[src/rtl/led_pattern_counter.sv]
// Purpose: LED bank pattern counter (binary up/down, Gray, bouncing scan) with run/pause and mode buttons.
// Latency: a button press updates the registered outputs DEBOUNCE_CYCLES+5 edges after btn is first sampled high.
// Backpressure: none; the outputs drive pins directly and every tick is consumed when it fires.
//
// Ports:
//   CLK  - system clock, FREQ Hz
//   RS   - asynchronous active-high reset
//   btn  - raw active-high buttons, asynchronous to CLK; [0] run/pause, [1] mode advance
//   led  - registered pattern output, active-high
//   rgb  - registered mode indicator, active-low {B,G,R}; all off while paused
module led_pattern_counter #(
  parameter int FREQ            = 12000000,
  parameter int TICK_HZ         = 1,
  parameter int WIDTH           = 4,
  parameter int DEBOUNCE_CYCLES = 120000
) (
  input  logic             CLK,
  input  logic             RS,
  input  logic [1:0]       btn,
  output logic [WIDTH-1:0] led,
  output logic [2:0]       rgb
);

  // ---------------------------------------------------------------------------
  // Derived constants
  // ---------------------------------------------------------------------------
  localparam int PERIOD = FREQ / TICK_HZ;
  localparam int PS_W   = (PERIOD > 1) ? $clog2(PERIOD) : 1;
  localparam int DB_W   = (DEBOUNCE_CYCLES > 1) ? $clog2(DEBOUNCE_CYCLES) : 1;

  localparam logic [PS_W-1:0]  PS_LAST   = PS_W'(PERIOD - 1);
  localparam logic [PS_W-1:0]  PS_ONE    = PS_W'(1);
  localparam logic [DB_W-1:0]  DB_LAST   = DB_W'(DEBOUNCE_CYCLES - 1);
  localparam logic [DB_W-1:0]  DB_ONE    = DB_W'(1);
  localparam logic [WIDTH-1:0] CNT_ONE   = WIDTH'(1);
  // In scan mode, stepping left from this position lands on the top bit.
  localparam logic [WIDTH-1:0] SCAN_TURN = WIDTH'(WIDTH - 2);

  typedef enum logic [1:0] {
    MODE_BIN_UP   = 2'd0,
    MODE_BIN_DOWN = 2'd1,
    MODE_GRAY     = 2'd2,
    MODE_SCAN     = 2'd3
  } mode_e;

  typedef enum logic {
    DIR_LEFT  = 1'b0,
    DIR_RIGHT = 1'b1
  } dir_e;

  // ---------------------------------------------------------------------------
  // Button path: 2-flop synchroniser, debounce counter, rising-edge pulse
  // ---------------------------------------------------------------------------
  logic [1:0]      sync_meta;
  logic [1:0]      sync_q;
  logic [1:0]      db_level;
  logic [1:0]      db_level_d;
  logic [1:0]      press;
  logic [DB_W-1:0] db_cnt [2];

  always_ff @(posedge CLK or posedge RS) begin
    if (RS) begin
      sync_meta  <= '0;
      sync_q     <= '0;
      db_level   <= '0;
      db_level_d <= '0;
      press      <= '0;
      for (int i = 0; i < 2; i++) begin
        db_cnt[i] <= '0;
      end
    end else begin
      sync_meta  <= btn;
      sync_q     <= sync_meta;
      db_level_d <= db_level;
      // Release produces no event; only the debounced 0->1 transition pulses.
      press      <= db_level & ~db_level_d;
      for (int i = 0; i < 2; i++) begin
        if (sync_q[i] != db_level[i]) begin
          // The count reaching DB_LAST means this is the Nth consecutive
          // differing cycle, so the new level is accepted now.
          if (db_cnt[i] == DB_LAST) begin
            db_level[i] <= sync_q[i];
            db_cnt[i]   <= '0;
          end else begin
            db_cnt[i] <= db_cnt[i] + DB_ONE;
          end
        end else begin
          // Any return to the accepted level restarts the stability window.
          db_cnt[i] <= '0;
        end
      end
    end
  end

  logic run_press;
  logic mode_press;

  assign run_press  = press[0];
  assign mode_press = press[1];

  // ---------------------------------------------------------------------------
  // Pattern core: state register
  // ---------------------------------------------------------------------------
  logic             running, running_nx;
  mode_e            mode, mode_nx;
  logic [PS_W-1:0]  ps, ps_nx;
  logic [WIDTH-1:0] cnt, cnt_nx;
  dir_e             dir, dir_nx;
  logic [WIDTH-1:0] led_q, led_nx;
  logic [2:0]       rgb_q, rgb_nx;
  logic             tick;

  always_ff @(posedge CLK or posedge RS) begin
    if (RS) begin
      running <= 1'b1;
      mode    <= MODE_BIN_UP;
      ps      <= '0;
      cnt     <= '0;
      dir     <= DIR_LEFT;
      led_q   <= '0;
      rgb_q   <= 3'b110;
    end else begin
      running <= running_nx;
      mode    <= mode_nx;
      ps      <= ps_nx;
      cnt     <= cnt_nx;
      dir     <= dir_nx;
      led_q   <= led_nx;
      rgb_q   <= rgb_nx;
    end
  end

  // ---------------------------------------------------------------------------
  // Pattern core: next state and output decode
  // ---------------------------------------------------------------------------
  always_comb begin
    running_nx = running;
    mode_nx    = mode;
    ps_nx      = ps;
    cnt_nx     = cnt;
    dir_nx     = dir;
    led_nx     = '0;
    rgb_nx     = 3'b111;

    // Tick fires on the wrap cycle; a paused prescaler holds so resuming
    // continues the interrupted period rather than starting a new one.
    tick = running && (ps == PS_LAST);

    if (running) begin
      ps_nx = tick ? '0 : ps + PS_ONE;
    end

    if (tick) begin
      case (mode)
        MODE_BIN_UP,
        MODE_GRAY:     cnt_nx = cnt + CNT_ONE;
        MODE_BIN_DOWN: cnt_nx = cnt - CNT_ONE;
        MODE_SCAN: begin
          // Direction flips on arrival at an end so each end bit shows
          // for exactly one tick.
          if (dir == DIR_LEFT) begin
            cnt_nx = cnt + CNT_ONE;
            if (cnt == SCAN_TURN) begin
              dir_nx = DIR_RIGHT;
            end
          end else begin
            cnt_nx = cnt - CNT_ONE;
            if (cnt == CNT_ONE) begin
              dir_nx = DIR_LEFT;
            end
          end
        end
        default: cnt_nx = cnt;
      endcase
    end

    if (run_press) begin
      running_nx = ~running;
    end

    // Mode advance restarts the pattern and the tick period; it overrides any
    // step computed above, so a coincident tick is dropped.
    if (mode_press) begin
      mode_nx = mode_e'(2'(mode) + 2'd1);
      ps_nx   = '0;
      cnt_nx  = '0;
      dir_nx  = DIR_LEFT;
    end

    // Outputs are decoded from the current state and registered, so they
    // follow a state change by one edge and have no path from btn.
    case (mode)
      MODE_BIN_UP,
      MODE_BIN_DOWN: led_nx = cnt;
      MODE_GRAY:     led_nx = cnt ^ (cnt >> 1);
      MODE_SCAN:     led_nx = CNT_ONE << cnt;
      default:       led_nx = cnt;
    endcase

    if (running) begin
      case (mode)
        MODE_BIN_UP:   rgb_nx = 3'b110;
        MODE_BIN_DOWN: rgb_nx = 3'b101;
        MODE_GRAY:     rgb_nx = 3'b011;
        MODE_SCAN:     rgb_nx = 3'b000;
        default:       rgb_nx = 3'b111;
      endcase
    end
  end

  assign led = led_q;
  assign rgb = rgb_q;

endmodule

[config.mk]
export PLATFORM = sky130hd
export DESIGN_NAME = led_pattern_counter
export DESIGN_NICKNAME = d
export VERILOG_FILES = /design/src/rtl/led_pattern_counter.sv
export SDC_FILE = /design/constraint.sdc
export NUM_CORES = 1
export LEC_CHECK = 0
export ABC_AREA = 1
export BUFFER_PORTS_ARGS = -buffer_cell sky130_fd_sc_hd__buf_2
export CAP_MARGIN = 20
export CORE_UTILIZATION = 51
export CTS_CLUSTER_DIAMETER = 60
export CTS_CLUSTER_SIZE = 28
export DETAILED_ROUTE_END_ITERATION = 8
export MAX_ROUTING_LAYER = met4
export PLACE_DENSITY = 0.73
export SETUP_SLACK_MARGIN = 0.05
export SKIP_LAST_GASP = 1
export SLEW_MARGIN = 20
export SYNTH_ARGS = -nofsm -noshare
export SYNTH_HDL_FRONTEND = slang
export SYNTH_SLANG_ARGS = --single-unit
[constraint.sdc]
create_clock -name CLK -period 3 [get_ports CLK]
set_input_delay 0.6 -clock CLK [delete_from_list [all_inputs] [get_ports CLK]]
set_output_delay 0.6 -clock CLK [all_outputs]
set_load 0.01 [all_outputs]
# Word level (Yosys, flattened, before mapping)
# Index checks and enable logic that the tools add are counted.
# word_totals
reg_bits	83
latchBits	0
ram_bits	0
romBits	0
input_bits	4
wordCells	66
mem_count	0
# op_classes
n_addsub	6
mul	0
div	0
order_cmp	0
n_eq_ne	10
shifts	1
muxes	20
bitwise	4
n_reduce_logical	10
# op_table
cell	n
2-to-1 mux 24 bit	3
2-to-1 mux 17 bit	4
adder 17 x 1 -> 17 bit, second input constant	2
equality test 17 bit, second input constant	2
adder 24 x 1 -> 24 bit, second input constant	1
equality test 24 bit, second input constant	1
one-hot mux 4 bit (3 select lines)	2
2-to-1 mux 4 bit	3
one-hot mux 3 bit (4 select lines)	1
2-to-1 mux 1 bit	6
AND reduction 2 bit	3
nonzero test 2 bit	3
adder 4 x 1 -> 4 bit, second input constant	1
equality test 2 bit, second input constant	2
equality test 4 x 1 -> 1 bit, second input constant	1
equality test 4 x 2 -> 1 bit, second input constant	1
OR reduction 2 bit	2
<< shifter 1 x 4 -> 4 bit, first input constant	1
subtractor 4 x 1 -> 4 bit, second input constant	1
bitwise XOR 4 x 3 -> 4 bit	1
2-to-1 mux 3 bit	1
adder 2 x 1 -> 2 bit, second input constant	1
AND 2 bit	1
equality test 2 x 1 -> 1 bit, second input constant	1
other kinds (5)	6

# Logic depth before layout (Yosys ltp)
# depth
ltp_word	6
mapped_depth	10

# Worst setup path after synthesis
# No wires, ideal clock.
# synth_timing
kind	reg-to-reg
start	reg db_cnt[17] in the netlist's numbering
end	reg db_cnt[31] in the netlist's numbering
setup_ps	120
arrival_time_ps	1282
required_time_ps	2880
setup_slack_ps	1598
path_stages_with_launch	11
path_buffers	0
synth_period_minus_slack_ps	1402
cell_sequence	dfrtp_1 > ha_1 > inv_1 > nor2_2 > nand2_2 > inv_1 > nand3_2 > nand2_2 > inv_1 > o21ai_0 > nor2_1
# synth_via
elab_chain_cells	3
elab_cells_between_ends	4
cone_classes	add/sub: 1; eq/ne: 1; mux: 2
# synth_lines
element	line_no	text
start: declaration	59	logic [DB_W-1:0] db_cnt [2];
start signal: indexed assignment	85	db_cnt[i] <= db_cnt[i] + DB_ONE;
adder 17 x 1 -> 17 bit or equality test 17 bit (tied branches)	85, 81	
2-to-1 mux 17 bit *	81	if (db_cnt[i] == DB_LAST) begin
2-to-1 mux 17 bit *	78	if (sync_q[i] != db_level[i]) begin
# Every way passes the cells marked *; elsewhere a longest branch is shown, timed or not.
# A chain may end at the register's enable or synchronous reset.

# Worst setup path in the final report
# layout_timing
start	reg ps[0]
end	reg ps[14]
# layout_via
elab_chain_cells	5
elab_cells_between_ends	6
cone_classes	add/sub: 1; eq/ne: 1; mux: 3; reduce/logical: 1
# layout_lines
element	line_no	text
start: declaration	106	logic [PS_W-1:0] ps, ps_nx;
start signal: assignment	125	ps <= ps_nx;
parallel branches: the longest is 2 deep, another holds adder 24 x 1 -> 24 bit	-	
2-to-1 mux 24 bit *	150	ps_nx = tick ? '0 : ps + PS_ONE;
2-to-1 mux 24 bit *	149	if (running) begin
2-to-1 mux 24 bit *	183	if (mode_press) begin
# Mark *: on every way between the ends. The select of a mux whose other input is x is not followed.

==> results_dict.tcl <==
set metrics [dict create \
    hold_viol_final 0 \
    die_h_um 95.4 \
    fin_worst_skew_ps 12.2 \
    cp-start-kind "register" \
    cpLargestDelayFamily "simple AND/OR/NAND/NOR gates" \
    critPathArrivalTime_ps 1950 \
    layout-drive-gt1-share_pct 11.4 \
    grt_usage_pct 21.4 \
    critPathMaxStageDelay_ps 420 \
    setup_tns_ps 0 \
    synth_edf_count 0 \
    core-area_um2 8340 \
    multi_input_area_um2 2110 \
    timing.final.crit_share_pct 57.5 \
    drv_cap 0 \
    detail-route-antenna-nets 0 \
    report.final.setup_viol 0 \
    post-cts-setup-buffers 0 \
    crit_type "reg2reg" \
    synth_flop_cell "dfrtp_1" \
    final_cell_mix "nand2_1, nor2_1, dfrtp_1" \
    synth_cell_type_count 33 \
    leakagePower_uw 0.00222 \
    fmaxAchievable_ghz 0.580 \
    combPwrFrac_pct 2.5 \
    cts_resized 0 \
    chipWidth_um 95.4 \
    io_pins 11 \
    p_total_uw 2010 \
    syn_nets 564 \
    numCtsBuffers 9 \
    endpoint_kind "register" \
    crit_required_ps 3230 \
    seqCellArea_um2 2080 \
    slowest_stage "dfrtp_1" \
    cp_max_fo 19 \
    viasPerCell 4.95 \
    yosys_warnings 0 \
    ys_ff_latch 83 \
    crit_chain "ha_1 > nand2_2 > nor2_2 > nand2_2 > nor2_2 > nand2_2 > nand2_4 > inv_2 > nand2_1 > nor2_1" \
    slew_violations 0 \
    cts_sinks 83 \
    grt_pass1_vias 3282 \
    cts.path.max_buffers 2 \
    route.detailed.drc 0 \
    fin_cells 676 \
    synth_area_um2 4450 \
    tightest_slew_ps 428 \
    status "finished clean" \
    clkLatencyLatePin_ps 360 \
    dr.pass1.iters 4 \
    async_flop_share_pct 100 \
    clockRootBuffer "clkbuf_8" \
    post-route-min-period_ps 1720 \
    start_util_pct 53.4 \
    gp_congestion 0.848 \
    netSwitchingPower_uw 459 \
    dp.cells 660 \
    vias 3343 \
    final.fill_count 743 \
    core.rowCount 33 \
    hold_slack_ps 219 \
    synthCells 545 \
    dieArea_um2 9110 \
    final_common_cell "nand2_1" \
    hpwlAfterDp_um 5850 \
    slew_headroom_pct 71.4 \
    grt_max_degree 61 \
    overflow 0 \
    clk_pin_slew_ps 90 \
    insertedDiodeCount 0 \
    hold_buffers 0 \
    grt_pass1_wl_um 14600 \
    intPower_uw 1550 \
    cpMostUsedCell "nand2_2" \
    wire_per_inst_um 11.8 \
    seq_area_frac_synth_pct 46.7 \
    io_buffers 10 \
    p_seq_share_pct 56.3 \
    nNetsFinal 585 \
    drt_iter0_drc 191 \
    antenna_found_initial 0 \
    cts_tree "yes" \
    avgSynthCellArea_um2 8.17 \
    htree_levels 3 \
    syn_to_final_growth_pct 8.99 \
    p_per_area_nw_per_um2 415 \
    rsz0062_at_grt "no" \
    peakVddDrop_mv 0.452 \
    critical_path_buf_inv_count 1 \
    wirelength_um 7960 \
    clkPwrFrac_pct 41.2 \
    hp-class "in2async" \
    swShare_pct 22.8 \
]
==> registers in the layout, summed over array words and instances, names as in the netlist, 3 cells and up <==
| register | cells |
|---|---|
| ps | 24 |
| cnt | 4 |
| rgb | 3 |
| db_cnt | 34 |
| led | 4 |
==> cell type report <==
class                      instances  area share [%]
multi-input combinational        394            43.4
sequential                        83            42.9
inverter                          67            5.26
clock buffer                      10            2.84
tap                              105            2.71
clock inverter                     6            1.47
timing repair buffer              11            1.44
==> layer usage <==
layer  vias to the layer above  global-route usage (%)  routed length [um]  share of wire (%)
met4                         0                    5.47                  71               0.89
met3                         8                    5.50                 247                3.1
met1                      1529                    27.8                3890                 49
met2                        51                    33.5                3740                 47
li1                       1755                       -                   -                  -
met5                         -                       -                   0                  0
==> through the flow <==
stage | cell area [um2] | worst slack [ps] | utilization, %
global placement | 4640 | 1390 | 55.7
finish | 4850 | 1280 | 58.2
detailed placement | 4640 | 1310 | 55.7
floorplan | 4450 | 268 | -
global route | 4850 | 1080 | 58.2
CTS | 4850 | 1280 | 58.2
==> worst paths after layout <==
kind                       cells after the start  slack [ps]      endpoint         start
max reg2reg                                   10        1280        ps[14]         ps[0]
max in group asynchronous                      3        2100        rgb[2]            RS
max                                           10        1280        ps[14]         ps[0]
min in group CLK                               1         340  sync_meta[1]        btn[1]
min                                            2         220    db_cnt[16]            RS
min reg2reg                                    0         360     sync_q[1]  sync_meta[1]
==> logic make-up after synthesis <==
family | after synthesis | share of synthesized area [%]
XOR/XNOR | 35 | 6.89
AND/OR/NAND/NOR | 310 | 32.0
buffers and inverters | 68 | 5.96
adder cells (fa/ha/maj) | 15 | 4.22
AO/OA/AOI/OAI | 34 | 4.19
flip-flops | 83 | 46.7
==> Yosys cell counts, types with 8 or more instances <==
cell / count / area share, %
nand4_1: 8 / 1.1
nand3_1: 36 / 4.0
ha_1: 15 / 4.2
xnor2_1: 10 / 2.0
dfrtp_1: 80 / 45
nand2_2: 8 / 1.1
nand2_1: 113 / 9.5
xor2_1: 25 / 4.9
o21ai_0: 20 / 2.2
nor2_1: 105 / 8.9
nor3_1: 11 / 1.2
a21oi_1: 8 / 0.90
inv_1: 62 / 5.2
==> power groups by stage <==
| stage | registers [uW] | clock network, uW | logic (uW) |
|---|---|---|---|
| after CTS | 1130 | 865 | 53.0 |
| final | 1130 | 829 | 50.4 |
| after detailed placement | 1160 | 0 | 53.0 |
| after global placement | 1160 | 0 | 51.4 |
| after global routing | 1130 | 907 | 61.4 |
| after floorplan | 1150 | 0 | 36.1 |
(Power assumes the default switching activity.)
